[config.mk]
export PLATFORM = sky130hd
export DESIGN_NAME = envo_sched
export DESIGN_NICKNAME = d
export VERILOG_FILES = /design/src/rtl/envo_sched.sv
export SDC_FILE = /design/constraint.sdc
export NUM_CORES = 1
export LEC_CHECK = 0
export ABC_AREA = 1
export BUFFER_PORTS_ARGS = -buffer_cell sky130_fd_sc_hd__buf_2
export CAP_MARGIN = 20
export CORE_ASPECT_RATIO = 1.25
export CORE_UTILIZATION = 40
export CTS_CLUSTER_SIZE = 25
export DETAILED_ROUTE_END_ITERATION = 6
export HOLD_SLACK_MARGIN = 0.05
export PLACE_DENSITY = 0.63
export SETUP_SLACK_MARGIN = 0.5
export SLEW_MARGIN = 0
export SYNTH_ARGS = -nofsm -noshare
export SYNTH_HDL_FRONTEND = slang
export SYNTH_SLANG_ARGS = --single-unit
[constraint.sdc]
create_clock -name clk -period 12.75 [get_ports clk]
set_input_delay 0.6375 -clock clk [delete_from_list [all_inputs] [get_ports clk]]
set_output_delay 0.6375 -clock clk [all_outputs]
set_load 0.1 [all_outputs]
[src/rtl/envo_sched.sv]
// envo_sched: grid-access scheduler. Arbitrates the shared cell-grid datapath
// between the evolution engine (generation steps paced by a speed-controlled
// tick), the fill unit (clear / random / pattern) and the cursor write path.
// Exactly one owner at a time, one-hot grants, all outputs registered.
module envo_sched #(
    parameter int unsigned BASE_TICKS = 6_250_000,
    parameter logic [2:0]  SPEED_RST  = 3'd3
) (
    input  logic        clk,
    input  logic        rst,
    input  logic        mode,
    input  logic        clr,
    input  logic        inc_v,
    input  logic        dec_v,
    input  logic        user_set,
    input  logic        random,
    input  logic        pattern,
    input  logic        gen_done,
    input  logic        fill_done,
    output logic        gen_start,
    output logic        fill_start,
    output logic [1:0]  fill_kind,
    output logic        user_wr,
    output logic        grant_gen,
    output logic        grant_fill,
    output logic        grant_user,
    output logic        busy,
    output logic [2:0]  speed,
    output logic [15:0] gen_count
);

    // Longest tick period is BASE_TICKS*8 cycles (speed 0).
    localparam int unsigned CNT_W = (BASE_TICKS * 8 > 2) ? $clog2(BASE_TICKS * 8) : 1;

    typedef enum logic [1:0] {
        S_IDLE  = 2'd0,
        S_FILL  = 2'd1,
        S_GEN   = 2'd2,
        S_WRITE = 2'd3
    } state_t;

    typedef enum logic [1:0] {
        FK_CLEAR   = 2'd0,
        FK_RANDOM  = 2'd1,
        FK_PATTERN = 2'd2
    } fill_kind_t;

    // ------------------------------------------------------------------
    // State
    // ------------------------------------------------------------------
    state_t           state_q, state_d;
    fill_kind_t       fill_kind_q, fill_kind_d;
    logic [2:0]       speed_q, speed_d;
    logic [15:0]      gen_count_q, gen_count_d;
    logic [CNT_W-1:0] cnt_q, cnt_d;
    logic             tick_pend_q, tick_pend_d;

    // Previous value of each level input, for rising-edge detection.
    logic clr_prev_q, inc_prev_q, dec_prev_q, usr_prev_q, rnd_prev_q, pat_prev_q;

    // Requests latched on a rising edge and held until the FSM services them.
    logic clr_p_q, pat_p_q, rnd_p_q, usr_p_q;
    logic clr_p_d, pat_p_d, rnd_p_d, usr_p_d;

    // Registered outputs.
    logic gen_start_q,  gen_start_d;
    logic fill_start_q, fill_start_d;
    logic user_wr_q,    user_wr_d;
    logic grant_gen_q,  grant_gen_d;
    logic grant_fill_q, grant_fill_d;
    logic grant_user_q, grant_user_d;
    logic busy_q,       busy_d;

    // ------------------------------------------------------------------
    // Edge detection
    // ------------------------------------------------------------------
    logic clr_rise, inc_rise, dec_rise, usr_rise, rnd_rise, pat_rise;

    assign clr_rise = clr      & ~clr_prev_q;
    assign inc_rise = inc_v    & ~inc_prev_q;
    assign dec_rise = dec_v    & ~dec_prev_q;
    assign usr_rise = user_set & ~usr_prev_q;
    assign rnd_rise = random   & ~rnd_prev_q;
    assign pat_rise = pattern  & ~pat_prev_q;

    // Speed level: one step per key press, saturating, simultaneous presses cancel.
    always_comb begin
        speed_d = speed_q;
        if (inc_rise && !dec_rise && speed_q != 3'd7) begin
            speed_d = speed_q + 3'd1;
        end else if (dec_rise && !inc_rise && speed_q != 3'd0) begin
            speed_d = speed_q - 3'd1;
        end
    end

    // ------------------------------------------------------------------
    // Tick generator
    // ------------------------------------------------------------------
    logic [CNT_W-1:0] tick_last;
    logic             tick_fire;

    // Last count of the current period; >= covers a speed-up that shortened the period
    // below the running count.
    assign tick_last = CNT_W'(BASE_TICKS * (32'd8 - {29'd0, speed_q}) - 32'd1);
    assign tick_fire = mode && (cnt_q >= tick_last);

    // Tick counter: runs only in evolve mode, wraps at the end of each period.
    always_comb begin
        cnt_d = '0;
        if (mode && !tick_fire) begin
            cnt_d = cnt_q + CNT_W'(1);
        end
    end

    // ------------------------------------------------------------------
    // Scheduler FSM: next state, service flags and registered outputs
    // ------------------------------------------------------------------
    logic take_clr, take_pat, take_rnd, take_usr, take_tick;

    // Pick the next owner in IDLE by fixed priority and track completion of the active op.
    always_comb begin
        // NOTE: every signal assigned here gets a default first so no path leaves one
        // unassigned; that is what keeps this block from inferring latches.
        state_d     = state_q;
        fill_kind_d = fill_kind_q;
        gen_count_d = gen_count_q;
        take_clr    = 1'b0;
        take_pat    = 1'b0;
        take_rnd    = 1'b0;
        take_usr    = 1'b0;
        take_tick   = 1'b0;

        unique case (state_q)
            S_IDLE: begin
                if (clr_p_q) begin
                    state_d     = S_FILL;
                    fill_kind_d = FK_CLEAR;
                    take_clr    = 1'b1;
                end else if (pat_p_q) begin
                    state_d     = S_FILL;
                    fill_kind_d = FK_PATTERN;
                    take_pat    = 1'b1;
                end else if (rnd_p_q) begin
                    state_d     = S_FILL;
                    fill_kind_d = FK_RANDOM;
                    take_rnd    = 1'b1;
                end else if (usr_p_q) begin
                    state_d  = S_WRITE;
                    take_usr = 1'b1;
                end else if (tick_pend_q) begin
                    state_d   = S_GEN;
                    take_tick = 1'b1;
                end
            end
            S_FILL: begin
                if (fill_done) begin
                    state_d = S_IDLE;
                    if (fill_kind_q == FK_CLEAR) begin
                        gen_count_d = 16'd0;
                    end
                end
            end
            S_GEN: begin
                if (gen_done) begin
                    state_d     = S_IDLE;
                    gen_count_d = gen_count_q + 16'd1;
                end
            end
            S_WRITE: begin
                state_d = S_IDLE;
            end
            default: begin
                state_d = S_IDLE;
            end
        endcase
    end

    // Pending request flags: a fresh rise wins over a same-cycle service.
    always_comb begin
        clr_p_d     = clr_rise | (clr_p_q & ~take_clr);
        pat_p_d     = pat_rise | (pat_p_q & ~take_pat);
        rnd_p_d     = rnd_rise | (rnd_p_q & ~take_rnd);
        usr_p_d     = (usr_rise & ~mode) | (usr_p_q & ~take_usr);
        tick_pend_d = mode & (tick_fire | (tick_pend_q & ~take_tick));
    end

    // Output decode from the next state so grants/strobes line up with the state register.
    always_comb begin
        grant_gen_d  = (state_d == S_GEN);
        grant_fill_d = (state_d == S_FILL);
        grant_user_d = (state_d == S_WRITE);
        user_wr_d    = (state_d == S_WRITE);
        busy_d       = (state_d != S_IDLE);
        gen_start_d  = (state_d == S_GEN)  && (state_q != S_GEN);
        fill_start_d = (state_d == S_FILL) && (state_q != S_FILL);
    end

    // State, counters, flags and output registers.
    always_ff @(posedge clk or negedge rst) begin
        // NOTE: the reset branch restores every register, so a reset in the middle of an
        // operation abandons it cleanly; nothing here is a memory that could skip reset.
        if (!rst) begin
            state_q      <= S_IDLE;
            fill_kind_q  <= FK_CLEAR;
            speed_q      <= SPEED_RST;
            gen_count_q  <= 16'd0;
            cnt_q        <= '0;
            tick_pend_q  <= 1'b0;
            clr_prev_q   <= 1'b0;
            inc_prev_q   <= 1'b0;
            dec_prev_q   <= 1'b0;
            usr_prev_q   <= 1'b0;
            rnd_prev_q   <= 1'b0;
            pat_prev_q   <= 1'b0;
            clr_p_q      <= 1'b0;
            pat_p_q      <= 1'b0;
            rnd_p_q      <= 1'b0;
            usr_p_q      <= 1'b0;
            gen_start_q  <= 1'b0;
            fill_start_q <= 1'b0;
            user_wr_q    <= 1'b0;
            grant_gen_q  <= 1'b0;
            grant_fill_q <= 1'b0;
            grant_user_q <= 1'b0;
            busy_q       <= 1'b0;
        end else begin
            // NOTE: non-blocking assignments so every register samples pre-edge values,
            // independent of statement order.
            state_q      <= state_d;
            fill_kind_q  <= fill_kind_d;
            speed_q      <= speed_d;
            gen_count_q  <= gen_count_d;
            cnt_q        <= cnt_d;
            tick_pend_q  <= tick_pend_d;
            clr_prev_q   <= clr;
            inc_prev_q   <= inc_v;
            dec_prev_q   <= dec_v;
            usr_prev_q   <= user_set;
            rnd_prev_q   <= random;
            pat_prev_q   <= pattern;
            clr_p_q      <= clr_p_d;
            pat_p_q      <= pat_p_d;
            rnd_p_q      <= rnd_p_d;
            usr_p_q      <= usr_p_d;
            gen_start_q  <= gen_start_d;
            fill_start_q <= fill_start_d;
            user_wr_q    <= user_wr_d;
            grant_gen_q  <= grant_gen_d;
            grant_fill_q <= grant_fill_d;
            grant_user_q <= grant_user_d;
            busy_q       <= busy_d;
        end
    end

    assign gen_start  = gen_start_q;
    assign fill_start = fill_start_q;
    assign fill_kind  = fill_kind_q;
    assign user_wr    = user_wr_q;
    assign grant_gen  = grant_gen_q;
    assign grant_fill = grant_fill_q;
    assign grant_user = grant_user_q;
    assign busy       = busy_q;
    assign speed      = speed_q;
    assign gen_count  = gen_count_q;

endmodule
==> results of run 1 <==
state kept, by name, indices dropped and copies added, names as in the netlist, 2 cells and up:
name,count
fill_kind,2
speed,3
state_q,2
cnt_q,26
gen_count,16
final timing paths:
kind	start	end	slack [ns]	cells past startpoint
max	speed[0]$_DFFE_PN1P_	cnt_q[11]$_DFF_PN0_	5.84	27
min	clr_prev_q$_DFF_PN0_	clr_p_q$_DFF_PN0_	0.42	1
max reg2reg	speed[0]$_DFFE_PN1P_	cnt_q[11]$_DFF_PN0_	5.84	27
min reg2reg	clr_prev_q$_DFF_PN0_	clr_p_q$_DFF_PN0_	0.42	1
max in group asynchronous	rst	cnt_q[19]$_DFF_PN0_	11.70	2
min in group asynchronous	rst	clr_prev_q$_DFF_PN0_	0.49	2
through the flow:
stage,util [%],area (µm²)
after CTS,46.3,6430
after global placement,44.0,6100
final,46.3,6430
after global routing,46.3,6430
after floorplan,-,5720
after detailed placement,44.0,6100
worst register-to-register path, cell delays in order, from the launching register on:
cell and delay (ns):
dfstp_2 0.77, inv_1 0.21, ha_1 0.36, ha_1 0.47, inv_1 0.17, fa_1 0.52, inv_1 0.06, ha_1 0.28
ha_1 0.31, fa_1 0.44, ha_1 0.29, ha_1 0.30, ha_1 0.28, nand3_1 0.07, nor2_1 0.13, nand3_1 0.11
nand3_1 0.08, nand2_1 0.05, nand2_1 0.14, nand4_1 0.11, nand2_1 0.07, nand2_1 0.05, ha_1 0.28, a21oi_1 0.13
o21ai_0 0.09, a21oi_1 0.20, nand4_2 0.58, nor2_1 0.28
cell usage after synthesis (all sizes together):
cell type / instances
nor2: 80
nand2: 151
o2111ai: 1
dfstp: 2
buf: 5
xor2: 27
nor3: 20
nor4b: 1
ha: 93
nor4: 2
a21oi: 25
and3: 1
nand3b: 4
o21ai: 20
nand3: 38
dfrtp: 64
o211ai: 2
a21o: 1
xnor2: 13
o21bai: 2
o31ai: 6
fa: 11
inv: 121
o32ai: 1
o22ai: 2
a31oi: 1
nand4: 26
o21a: 1
kinds of logic (layout without fill, tap and decap cells):
logic type / Yosys count / after routing / share of synthesized area (%)
DFF: 66 / 66 / 28.9
xor gates and xnor gates: 40 / 40 / 6.13
adders and majority gates: 104 / 104 / 24.2
AOI/OAI and AO/OA: 62 / 62 / 6.46
buffers and inverters: 126 / 176 / 8.54
and+or+nand+nor: 323 / 323 / 25.7
area by class of cell:
cell class	count	area [µm²]	area share [%]
Clock inverter	6	88.8	1.38
Inverter	121	454	7.07
Multi-Input combinational cell	529	3570	55.6
Clock buffer	10	239	3.72
Sequential cell	66	1650	25.7
Timing Repair Buffer	39	198	3.08
Tap cell	175	219	3.41
routing by layer:
layer / global-route usage [%] / vias up / part of all wire [%]
met3: 2.84 / 24 / 3.1
met2: 32.9 / 81 / 51
met5: 0 / - / 0
li1: - / 2437 / -
met1: 21.4 / 2189 / 43
met4: 8.18 / 0 / 2.8
==> out/qor.txt, run 1 <==
Worst slack at placement = 5.78 ns
#FFs+latches synth = 66
Number of global-route vias before repair = 4,777
Post-route setup slack = 5.84 ns
Ant. Diodes = 0
DR pass1 iterations = 4
Clk sink count = 66
Aggregate global-route resource usage = 18.4%
Slowest stage cell, crit path = dfstp_2
Fin. max-slew vios = 0
Core outline area = 0.0139 mm²
Largest net degree at the start of global routing = 67
Placed cell count = 930
Postcts setup bufs = 0
CP Class = flop to flop
# rows = 48
CP dominant cell by count = ha_1
Commonest cells after routing, fill and taps aside = nand2_1, inv_1, ha_1, nor2_1, dfrtp_1
Fmax = 145 MHz
Initial antenna violation count = 0
Hold slack final = 0.422 ns
CP max FO = 26
Cells after Synth = 721
Routed via count = 4,731
Finished Layout Cells = 946
Worst skew pair latency = 0.33 ns
Final Skew = 0.00698 ns
CP bufs+invs = 3
Drt drc = 0
Layout Nets = 881
Commonest non-fill, non-tap cell in the layout = nand2_1
RSZ-0062 raised after global routing = no
Synthesis-to-layout area growth = 12.4%
Hold_buf cts = 0
Mapped Area = 0.00572 mm²
Post-cts sizing count = 0
HP Class = flop to flop
Die width = 109 µm
Mean Syn Cell Area = 7.93 µm²
First-pass GRT wire length = 21.3 mm
CTS HTree Levels = 3
Routed wire length = 12.1 mm
CP delay by family, top = adder cells
Initial Utilization = 41.2%
Critical Path Source Type = flop
CTS clk-pin slew, worst paths = 0.06 ns
CTS Root Cell = clkbuf_16
Crit path DAT = 7.15 ns
Via/cell ratio = 5.00
Layout cell share with drive strength beyond 1 = 10.2%
CP required = 12.99 ns
Inserted Clock Buffers = 9
CTS tree = yes
Cell variety after synth = 43
Routed Antenna Nets = 0
Overflow after GRT = 0
Longest Clk Path Bufs = 2
Syn_nets = 836
Period minus WS final = 6.91 ns
Total negative slack = 0 ns
Die height = 136 µm
Status = finished clean
Fillers = 1,411
Area contributors post-synth = dfrtp_1, ha_1, nand2_1
IO Pins = 39
Worst-margin pin slew = 0.841 ns
Max-cap viol count = 0
Area leader, netlist = dfrtp_1
Final Hold Viols = 0
Slew headroom = 43.9%
CP peak stage delay = 0.77 ns
Yosys Warn Count = 0
IO Port Bufs = 38
Seq/Total Area, Yosys = 28.9%
Wirelength per Cell = 12.8 µm
Die area = 0.0148 mm²
Critical Path End Type = flop
Period utilisation layout = 54.2%
Yosys top cell area share = 28.0%
DP Wirelength = 9.70 mm
Setup violations, final = 0
GPL Wtd Cong = 0.853
DRT iter0 DRCs = 165
Power of run 1 is left out: the tool's default activity adds up to more than one toggle a clock period on the data nets, which glitch-free logic cannot reach.
==> run 2: changes to the inputs <==
==> constraint.sdc (replaced) <==
create_clock -name clk -period 6.85 [get_ports clk]
set_input_delay 0.3425 -clock clk [delete_from_list [all_inputs] [get_ports clk]]
set_output_delay 0.3425 -clock clk [all_outputs]
set_load 0.1 [all_outputs]
==> run 2 against run 1 <==
  * Clock skew is 0.00064 ns higher
  * Utilization rose by 1.1 points
  * Sequential cell count unchanged
  * Setup slack got worse by 5.0 ns
==> out/qor.txt, run 2 (synthesis results as in run 1) <==
CTS HTree Levels = 3
Commonest cells after routing, fill and taps aside = nand2_1, inv_1, ha_1, nor2_1, dfrtp_1
Ant. Diodes = 0
Post-layout util = 47.5%
Die width = 109 µm
DR pass1 iterations = 7
CTS tree = yes
WHS Endpoint = dec_prev_q$_DFF_PN0_
Worst skew pair latency = 0.33 ns
Reg with most FFs = cnt_q
# rows = 48
HP Start = dec_v
Final Skew = 0.00763 ns
Area after DPL = 0.00611 mm²
Layout Nets = 891
Critical Path Source Type = flop
Crit path launch = speed[0]$_DFFE_PN1P_
Max FFs per register = 26
IO Pins = 39
Longest Clk Path Bufs = 2
Period minus WS final = 6.00 ns
Slowest stage cell, crit path = dfstp_2
Initial antenna violation count = 0
Overflow after GRT = 0
Drt drc = 0
Worst r2r dst = cnt_q[13]$_DFF_PN0_
Die area = 0.0148 mm²
Multi-input logic area = 0.00370 mm²
Number of global-route vias before repair = 4,719
Total negative slack = 0 ns
Worst R2R Start = speed[0]$_DFFE_PN1P_
Clk sink count = 66
FF-to-FF path depth = 30
FF/Latch Area = 0.00165 mm²
Fin. max-slew vios = 0
Largest net degree at the start of global routing = 67
Non-Filler Cell Area, Final = 0.00659 mm²
Post-route setup slack = 0.850 ns
IO Port Bufs = 38
CP required = 7.06 ns
Routed wire length = 12.9 mm
CP max FO = 7
CP delay by family, top = adder cells
CTS Root Cell = clkbuf_16
Setup violations, final = 0
Status = finished clean
Worst-margin pin slew = 0.829 ns
DP Wirelength = 9.71 mm
CP peak stage delay = 0.55 ns
DRT iter0 DRCs = 183
CTS clk-pin slew, worst paths = 0.06 ns
Synthesis-to-layout area growth = 15.2%
Hold-critical path depth = 1
HP Class = input pin to flop
Commonest non-fill, non-tap cell in the layout = nand2_1
Worst reg-to-reg setup slack = 0.85 ns
RSZ-0062 raised after global routing = no
CP bufs+invs = 7
Fillers = 1,372
Critical Path End Type = flop
Layout cell share with drive strength beyond 1 = 13.5%
Fmax = 167 MHz
Final Hold Viols = 0
GPL Wtd Cong = 0.897
First-pass GRT wire length = 21.5 mm
Crit path DAT = 6.21 ns
Aggregate global-route resource usage = 18.6%
Slew headroom = 44.7%
Worst slack at placement = 0.396 ns
Core outline area = 0.0139 mm²
Routed Antenna Nets = 0
Routed via count = 4,789
Period utilisation layout = 87.6%
Via/cell ratio = 5.01
Inserted Clock Buffers = 9
CP Class = flop to flop
Max-cap viol count = 0
Die height = 136 µm
Wirelength per Cell = 13.6 µm
Initial Utilization = 41.2%
==> run 2: layout make-up <==
cell class | instances | share of cell area (%)
Tap cell | 175 | 3.32
Clock buffer | 10 | 3.63
Sequential cell | 66 | 25.1
Multi-Input combinational cell | 532 | 56.2
Timing Repair Buffer | 46 | 3.86
Clock inverter | 5 | 0.836
Inverter | 121 | 7.01
==> run 2: timing repair <==
| action | CTS | global route |
|---|---|---|
| setup endpoints to repair | 26 | 27 |
| gates resized for setup | 1 | 24 |
| pin swaps | 0 | 6 |
| cloned | 0 | 3 |
| buffers inserted | 0 | 5 |
| hold buffers | 0 | 0 |
==> run 2: per-layer routing <==
metal / wire, µm / global-route usage (%)
met5: 0 / 0
met4: 291 / 7.43
met3: 403 / 2.79
met2: 6670 / 32.8
met1: 5580 / 22.4
==> run 2: worst max path at each step <==
stage / endpoint / slack [ns] / depth (start not counted)
floorplan: cnt_q[10]$_DFF_PN0_ / 0.61 / 28
CTS: cnt_q[20]$_DFF_PN0_ / 0.56 / 27
global placement: cnt_q[25]$_DFF_PN0_ / 0.46 / 26
finish: cnt_q[13]$_DFF_PN0_ / 0.85 / 30
detailed placement: cnt_q[9]$_DFF_PN0_ / 0.40 / 27
global route: cnt_q[13]$_DFF_PN0_ / 0.45 / 30
==> run 2: through the flow <==
stage / hold slack [ns] / cells
2_1_floorplan: 0.0469 / 721
3_3_place_gp: 0.402 / 932
3_5_place_dp: 0.409 / 932
4_1_cts: 0.120 / 947
5_1_grt: 0.122 / 955
6_report: 0.130 / 955
Power of run 2 is left out for the same reason.
==> run 3: changes to the inputs <==
--- a/config.mk
+++ b/config.mk
@@ -5,7 +5,6 @@
 export SDC_FILE = /design/constraint.sdc
 export NUM_CORES = 1
 export LEC_CHECK = 0
-export ABC_AREA = 1
 export BUFFER_PORTS_ARGS = -buffer_cell sky130_fd_sc_hd__buf_2
 export CAP_MARGIN = 20
 export CORE_ASPECT_RATIO = 1.25
==> run 3 against run 2 <==
  * Fmax fell by 5.0%
  * Cell count down 16%
  * Clock skew up 0.00091 ns
  * Final area is 1.6% higher
  * Critical path depth is 3 lower
  * Hold slack hardly changed
  * First-iteration DRC count down 14%
  * Largest cell class unchanged
==> out/qor.txt, run 3 <==
Worst-margin pin slew = 0.930 ns
CTS Root Cell = clkbuf_16
Post-synthesis mux area share = 0.795%
IO Port Bufs = 38
Simple-gate share of the synthesized area = 18.8%
Routed wire length = 12.5 mm
Worst r2r dst = cnt_q[25]$_DFF_PN0_
DP Wirelength = 9.10 mm
Worst reg-to-reg setup slack = 0.54 ns
CP bufs+invs = 5
Core outline area = 0.0129 mm²
DRT iter0 DRCs = 158
Layout cell share with drive strength beyond 1 = 23.0%
EDFF count, synth = 0
Crit path capture = cnt_q[25]$_DFF_PN0_
# rows = 46
Critical path depth = 27
Period utilisation layout = 92.2%
Layout Nets = 740
Via/cell ratio = 5.32
FF-to-FF path depth = 27
Mapped Area = 0.00535 mm²
Seq/Total Area, Yosys = 30.9%
Area leader, netlist = dfrtp_1
Slew headroom = 37.5%
GPL Wtd Cong = 0.870
HP Class = input pin to flop
Crit path launch = speed[1]$_DFFE_PN1P_
CTS HTree Levels = 3
Max FFs per register = 26
Most common cell in the netlist = ha_1
Worst skew pair latency = 0.33 ns
Clk sink count = 66
Max-cap viol count = 0
Cells after Synth = 562
Largest net degree at the start of global routing = 67
Synth Area in Compound Gates = 9.26%
Die area = 0.0138 mm²
CP peak stage delay = 0.63 ns
Yosys top cell area share = 29.9%
Overflow after GRT = 0
Mean Syn Cell Area = 9.52 µm²
CP required = 7.06 ns
Largest family of logic cells by synthesized area = adder cells
Total negative slack = 0 ns
Number of global-route vias before repair = 4,502
CTS tree = yes
Final Hold Viols = 0
Die height = 131 µm
Post-Synth XOR/XNOR Area = 10.1%
Syn_nets = 677
Crit path DAT = 6.52 ns
CP delay by family, top = adder cells
Async SR Flop Fraction = 100%
CTS clk-pin slew, worst paths = 0.05 ns
Initial antenna violation count = 0
Fmax = 158 MHz
Hold_buf cts = 0
Period minus WS final = 6.31 ns
Fin. max-slew vios = 0
CP dominant cell by count = ha_4
First-pass GRT wire length = 21.4 mm
IO Pins = 39
Leading cell types by count after synthesis = ha_1, dfrtp_1, inv_1, nand2_1, nor3_1
Final Skew = 0.00853 ns
Routed via count = 4,245
Yosys Warn Count = 0
Longest Clk Path Bufs = 2
Drt drc = 0
Worst R2R Start = speed[1]$_DFFE_PN1P_
Inserted Clock Buffers = 9
Area contributors post-synth = dfrtp_1, ha_1, xnor2_1
Most used DFF post-synth = dfrtp_1
#FFs+latches synth = 66
Post-Synth Adder-Cell Area = 25.9%
Commonest non-fill, non-tap cell in the layout = ha_1
Wirelength per Cell = 15.7 µm
DR pass1 iterations = 4
Status = finished clean
Routed Antenna Nets = 0
Synthesis-to-layout area growth = 25.0%
Cell variety after synth = 57
RSZ-0062 raised after global routing = yes
CP Class = flop to flop
Reg with most FFs = cnt_q
Commonest cells after routing, fill and taps aside = ha_1, dfrtp_1, nand2_1, nor3_1, buf_2
CP max FO = 6
Critical Path End Type = flop
Die width = 105 µm
Slowest stage cell, crit path = dfstp_4
Aggregate global-route resource usage = 19.3%
Initial Utilization = 41.5%
Ant. Diodes = 0
Critical Path Source Type = flop
Setup violations, final = 0
run 3: cell types whose count changed in the layout (fill, tap and decap cells not counted), moves of 13 or more:
cell | before | now
nor2_1 | 69 | 36
nand2_1 | 146 | 39
nor3_1 | 17 | 38
inv_1 | 115 | 36
ha_1 | 90 | 72
nand3_1 | 36 | 18
ha_4 | 2 | 18
buf_4 | 7 | 20
o21ai_0 | 19 | 5
xnor2_1 | 13 | 37
run 3: repair_timing:
action                                  in CTS  in global routing
endpoints found under the setup margin      27                 27
cloned                                       3                  0
setup buffers                               15                  5
gates resized for setup                     17                 12
pin swaps                                   14                  6
run 3: final cells by class:
cell class	instances	area, µm²
Timing Repair Buffer	62	394
Fill cell	1206	6200
Tap cell	168	210
Inverter	43	176
Clock inverter	4	50.0
Clock buffer	12	256
Multi-Input combinational cell	443	3940
Sequential cell	66	1660
run 3: metal layers:
| metal | vias to the layer above | track usage (%) | wire [µm] |
|---|---|---|---|
| met2 | 79 | 35.3 | 6580 |
| met1 | 2049 | 22.5 | 5350 |
| li1 | 2093 | - | - |
| met5 | - | 0 | 0 |
| met4 | 0 | 6.65 | 291 |
| met3 | 24 | 2.78 | 279 |
run 3: cells by family after synthesis:
family                   Yosys count
AND/OR/NAND/NOR                  198
adder cells (fa/ha/maj)          104
AO/OA/AOI/OAI                     72
flip-flops                        66
XOR/XNOR                          62
buffers and inverters             56
multiplexers                       4
run 3: through the flow:
step / cell area (µm²) / setup WS [ns] / cells / hold WS [ns] / util, %
2_1_floorplan: 5700 / 0.475 / 562 / 0.0469 / -
3_3_place_gp: 6030 / 0.251 / 759 / 0.396 / 46.8
3_5_place_dp: 6030 / 0.141 / 759 / 0.402 / 46.8
4_1_cts: 6570 / 0.498 / 793 / 0.122 / 51.0
5_1_grt: 6690 / 0.345 / 798 / 0.118 / 51.9
6_report: 6690 / 0.535 / 798 / 0.130 / 51.9
run 3: worst register-to-register path: cells and delay by family (launching register included):
family | cells | cell delay [ns]
flip-flops | 1 | 0.63
AND/OR/NAND/NOR | 6 | 1.16
buffers and inverters | 5 | 0.54
adder cells (fa/ha/maj) | 10 | 2.66
XOR/XNOR | 1 | 0.18
AO/OA/AOI/OAI | 5 | 1.02
run 3: how the worst min path moves through the flow:
stage                               from                   end  slack (ns)  cells past startpoint
floorplan                            rst        busy$_DFF_PN0_        0.05                      0
global placement    rnd_prev_q$_DFF_PN0_     rnd_p_q$_DFF_PN0_        0.40                      1
detailed placement  pat_prev_q$_DFF_PN0_     pat_p_q$_DFF_PN0_        0.40                      1
CTS                                  clr  clr_prev_q$_DFF_PN0_        0.12                      1
global route                         clr  clr_prev_q$_DFF_PN0_        0.12                      1
finish                             inc_v  inc_prev_q$_DFF_PN0_        0.13                      1
Power of run 3 is left out for the same reason.
